### config.mk
export PLATFORM = sky130hd
export DESIGN_NAME = multicycle_add_ctrl
export DESIGN_NICKNAME = d
export VERILOG_FILES = /design/src/rtl/multicycle_add_ctrl.sv
export SDC_FILE = /design/constraint.sdc
export NUM_CORES = 1
export LEC_CHECK = 0
export BUFFER_PORTS_ARGS = -buffer_cell sky130_fd_sc_hd__buf_2
export CORE_MARGIN = 2
export CORE_UTILIZATION = 47
export CTS_CLUSTER_SIZE = 40
export DETAILED_ROUTE_END_ITERATION = 10
export PLACE_DENSITY = 0.85
export SETUP_SLACK_MARGIN = 0.5
export SLEW_MARGIN = 0
export SYNTH_ARGS = -nofsm -noshare
export SYNTH_HDL_FRONTEND = slang
export SYNTH_SLANG_ARGS = --single-unit
### constraint.sdc
create_clock -name i_clk -period 1.8 [get_ports i_clk]
set_input_delay 0 -clock i_clk [delete_from_list [all_inputs] [get_ports i_clk]]
set_output_delay 0 -clock i_clk [all_outputs]
set_load 0.005 [all_outputs]
### src/rtl/multicycle_add_ctrl.sv
// rtl/multicycle_add_ctrl.sv - operand launch / settle / capture controller around a ripple-carry adder
//
// Launches an operand pair onto the adder inputs, holds it stable for SETTLE
// clock edges while the carry chain settles, then captures the WIDTH+1 bit sum
// and offers it downstream on a valid/ready handshake.
//
// Ports:
//   i_clk, i_rst_n      clock (rising edge), asynchronous active-low reset
//   i_valid, o_ready    operand handshake (i_a, i_b)
//   o_add1, o_add2      registered operands driving the adder inputs
//   i_sum               adder result, carry-out in the MSB
//   o_valid, i_ready    result handshake (o_result)
//   o_busy              high whenever not idle
//   o_count             completed transactions, modulo 256

module multicycle_add_ctrl #(
    parameter int WIDTH  = 8,
    parameter int SETTLE = 3
) (
    input  logic             i_clk,
    input  logic             i_rst_n,
    input  logic             i_valid,
    output logic             o_ready,
    input  logic [WIDTH-1:0] i_a,
    input  logic [WIDTH-1:0] i_b,
    output logic [WIDTH-1:0] o_add1,
    output logic [WIDTH-1:0] o_add2,
    input  logic [WIDTH:0]   i_sum,
    output logic             o_valid,
    input  logic             i_ready,
    output logic [WIDTH:0]   o_result,
    output logic             o_busy,
    output logic [7:0]       o_count
);

    localparam int CW = $clog2(SETTLE + 1);
    localparam logic [CW-1:0] CNT_LOAD = CW'(SETTLE - 1);

    typedef enum logic [1:0] {
        ST_IDLE   = 2'd0,
        ST_SETTLE = 2'd1,
        ST_HOLD   = 2'd2
    } state_t;

    state_t        state;
    logic [CW-1:0] settle_cnt;

    // Only the handshake/busy flags are decoded from state; everything else is
    // a flop so the adder inputs never see combinational glitches.
    assign o_ready = (state == ST_IDLE);
    assign o_busy  = (state != ST_IDLE);

    always_ff @(posedge i_clk or negedge i_rst_n) begin
        if (!i_rst_n) begin
            state      <= ST_IDLE;
            settle_cnt <= '0;
            o_add1     <= '0;
            o_add2     <= '0;
            o_result   <= '0;
            o_valid    <= 1'b0;
            o_count    <= 8'd0;
        end else begin
            case (state)
                ST_IDLE: begin
                    if (i_valid) begin
                        o_add1     <= i_a;
                        o_add2     <= i_b;
                        settle_cnt <= CNT_LOAD;
                        state      <= ST_SETTLE;
                    end
                end

                ST_SETTLE: begin
                    // The adder output is only trusted on the last edge of the
                    // window; anything it does before that is ignored.
                    if (settle_cnt != '0) begin
                        settle_cnt <= settle_cnt - CW'(1);
                    end else begin
                        o_result <= i_sum;
                        o_valid  <= 1'b1;
                        state    <= ST_HOLD;
                    end
                end

                ST_HOLD: begin
                    if (i_ready) begin
                        o_valid <= 1'b0;
                        o_count <= o_count + 8'd1;
                        state   <= ST_IDLE;
                    end
                end

                default: begin
                    state   <= ST_IDLE;
                    o_valid <= 1'b0;
                end
            endcase
        end
    end

endmodule

==> results.py <==
metrics = {
    "route": {
        "vias": 1257,
        "vias_per_cell": 4.87,
        "drt_iter0_drc": 41,
        "drtAntennaViolNets": 0,
        "drc": 0,
        "wl_per_cell_um": 14.7,
        "firstDrtPassIters": 4,
        "wl_mm": 3.79,
    },
    "pwr": {
        "total_power_mw": 3.51,
        "p_leak_nw": 1.21,
        "vdd_drop_max_v": 0.000769,
        "power_density_nw_per_um2": 1470,
    },
    "clock_tree": {
        "clock_latency_ps": 330,
        "clkTransAtPathRegs_ps": 110,
        "cts_tree": "yes",
        "clock-root-buffer": "clkbuf_4",
        "clock_sinks": 38,
        "clockBufferDepth": 2,
        "numCtsBuffers": 5,
        "cts_htree_levels": 2,
    },
    "critical_path": {
        "crit_required_ps": 2030,
        "crit_fanout": 8,
        "cp-end-kind": "register",
        "arrival_ps": 1540,
        "path_class": "register to register",
        "start_kind": "register",
    },
    "final_layout": {
        "fin_cells": 258,
        "antenna_cells": 0,
        "fin_util_pct": 72.4,
        "design_area_um2": 2380,
        "layout-drive-gt1-share_pct": 54.7,
        "final_nets": 243,
        "fill_cells": 229,
        "syn2layout_area_growth_pct": 50.6,
    },
    "timing": {
        "clock_skew_ps": 13.8,
        "slew_viol_final": 0,
        "finalSetupViolCount": 0,
        "relSlewSlack_pct": 45.8,
        "worstMarginPinSlew_ps": 813,
        "finalHoldViolations": 0,
        "fin_crit_ps": 1320,
        "rsz0062_at_grt": "true",
        "tns_ps": 0,
        "whs_ps": 92.4,
        "fmax_mhz": 760,
        "post-route-period-util_pct": 73.1,
        "fin_ws_ps": 484,
    },
    "flow_run": {
        "max_cap_violations": 0,
    },
    "logic_synthesis": {
        "ys_ff_latch": 38,
        "muxShareOfSynthArea_pct": 21.6,
        "synthCells": 109,
        "synth_nets": 140,
        "avgSynthCellArea_um2": 14.5,
        "synthesis.area_um2": 1580,
        "synth_top_family_by_area": "multiplexers",
        "yosys_warnings": 0,
        "synth_xor_area_share_pct": 3.88,
        "synth_fa_ha_area_share_pct": 1.58,
        "synth_seq_area_share_pct": 60.2,
        "yosys.area_share.simple_pct": 6.81,
        "yosysUniqueCellTypes": 26,
        "synth_compound_area_share_pct": 2.77,
    },
    "outcome": {
        "status": "finished clean",
    },
    "global_routing": {
        "grt_pass1_wl_mm": 5.36,
        "grt_pass1_vias": 1240,
        "antenna_found_initial": 0,
        "grt_max_degree": 39,
        "grt-ovfl-total": 0,
        "track_usage_pct": 19.9,
    },
    "placed_design": {
        "dp_hpwl_mm": 2.30,
        "gp_congestion": 0.687,
        "place_ws_ps": 366,
        "dp.cells": 216,
        "port_buffers": 64,
        "post_dp_cell_area_um2": 1930,
    },
    "min_path": {
        "hp-class": "primary input to register",
    },
    "floorplanning": {
        "initial_core_util_pct": 48.1,
        "pin_count": 65,
        "rows": 21,
        "fp.dieW_um": 62.0,
        "core_area_um2": 3280,
        "die-height_um": 62.0,
        "die-area_um2": 3840,
    },
}
synth_stat cells:
cell type / number / area (um2)
dfrtp_1: 38 / 951
nor3_1: 4 / 20.0
mux2_4: 10 / 150
a21oi_1: 2 / 10.0
ha_1: 2 / 25.0
nor2b_1: 1 / 6.26
nor2_2: 1 / 6.26
xor2_1: 6 / 52.6
xnor2_1: 1 / 8.76
a21o_1: 1 / 7.51
nor2_1: 4 / 15.0
mux2_2: 17 / 191
and2_1: 1 / 6.26
nand2b_1: 1 / 6.26
nand2_2: 1 / 6.26
o21bai_1: 1 / 7.51
inv_1: 4 / 15.0
nand3b_1: 1 / 7.51
nand3_1: 2 / 10.0
buf_4: 1 / 7.51
nand2_1: 3 / 11.3
buf_8: 1 / 15.0
buf_6: 1 / 11.3
a22o_1: 1 / 8.76
nand4_1: 2 / 12.5
o21ai_0: 2 / 10.0
final timing paths:
check | end | cells past startpoint | slack [ps] | from
hold / removal | state[0] | 3 | 90 | i_valid
min in group asynchronous | o_add1[5] | 2 | 280 | i_rst_n
hold reg to reg | o_count[7] | 1 | 480 | o_count[7]
setup reg to reg | o_add2[2] | 3 | 480 | state[1]
setup / recovery | o_add2[2] | 3 | 480 | state[1]
max in group asynchronous | state[1] | 2 | 950 | i_rst_n
per-layer routing:
layer	track usage [%]	part of all wire, %	up-vias
li1	-	-	577
met3	5.38	5.7	8
met4	10.0	1.9	0
met1	21.6	40	620
met5	0	0	-
met2	35.3	52	52
where the power goes:
part	internal [mW]	total, mW	switching (mW)
clock	0.141	0.398	0.258
sequential	1.23	1.48	0.251
combinational	0.994	1.62	0.629
total	2.37	3.51	1.14
layout by cell type, fill, tap and decap left out, types with 2 or more instances in the layout:
cell	netlist	layout
inv_1	4	4
nor2_1	4	3
dlygate4sd3_1	0	27
mux2_2	17	11
mux2_4	10	16
nor3_1	4	4
buf_2	0	64
nand4_1	2	2
nor2_4	0	2
nand3_1	2	2
xor2_1	6	6
dfrtp_2	0	2
clkinv_2	0	2
and2_4	0	2
clkbuf_4	0	5
o21ai_0	2	2
nand2_1	3	3
buf_4	1	7
dfrtp_1	38	36
final cells by class:
| type | instances | area (um2) | area share [%] |
|---|---|---|---|
| clock buffers | 5 | 37.5 | 1.58 |
| clock inverters | 2 | 10.0 | 0.421 |
| inverters | 4 | 15.0 | 0.632 |
| multi-input cells | 65 | 661 | 27.8 |
| flip-flops and latches | 38 | 953 | 40.1 |
| well taps | 46 | 57.6 | 2.42 |
| repair buffers | 98 | 643 | 27.1 |
kinds of logic after synthesis:
group	count (synthesis)
adder cells (fa/ha/maj)	2
XOR/XNOR	7
flip-flops	38
AND/OR/NAND/NOR	21
multiplexers	27
buffers and inverters	7
AO/OA/AOI/OAI	7
critical path, cell delays in order, from the launching register on:
cell,delay [ps]
dfrtp_2,470
nor2_4,160
and2_4,260
mux2_4,320
flip-flops by register name, summed over array words and instances (netlist names):
name and flops:
o_valid 1, o_result 9, o_count 8, state 2, settle_cnt 2, o_add2 8
o_add1 8
what timing repair did:
item,4_1_cts,5_1_grt
hold endpoints to repair,65,0
pin swaps,2,3
setup buffers,6,1
resized for setup,7,11
hold buffers,27,0
setup endpoints to repair,32,33
gates cloned,1,0
No activity file was read; power rests on OpenSTA's default activity.
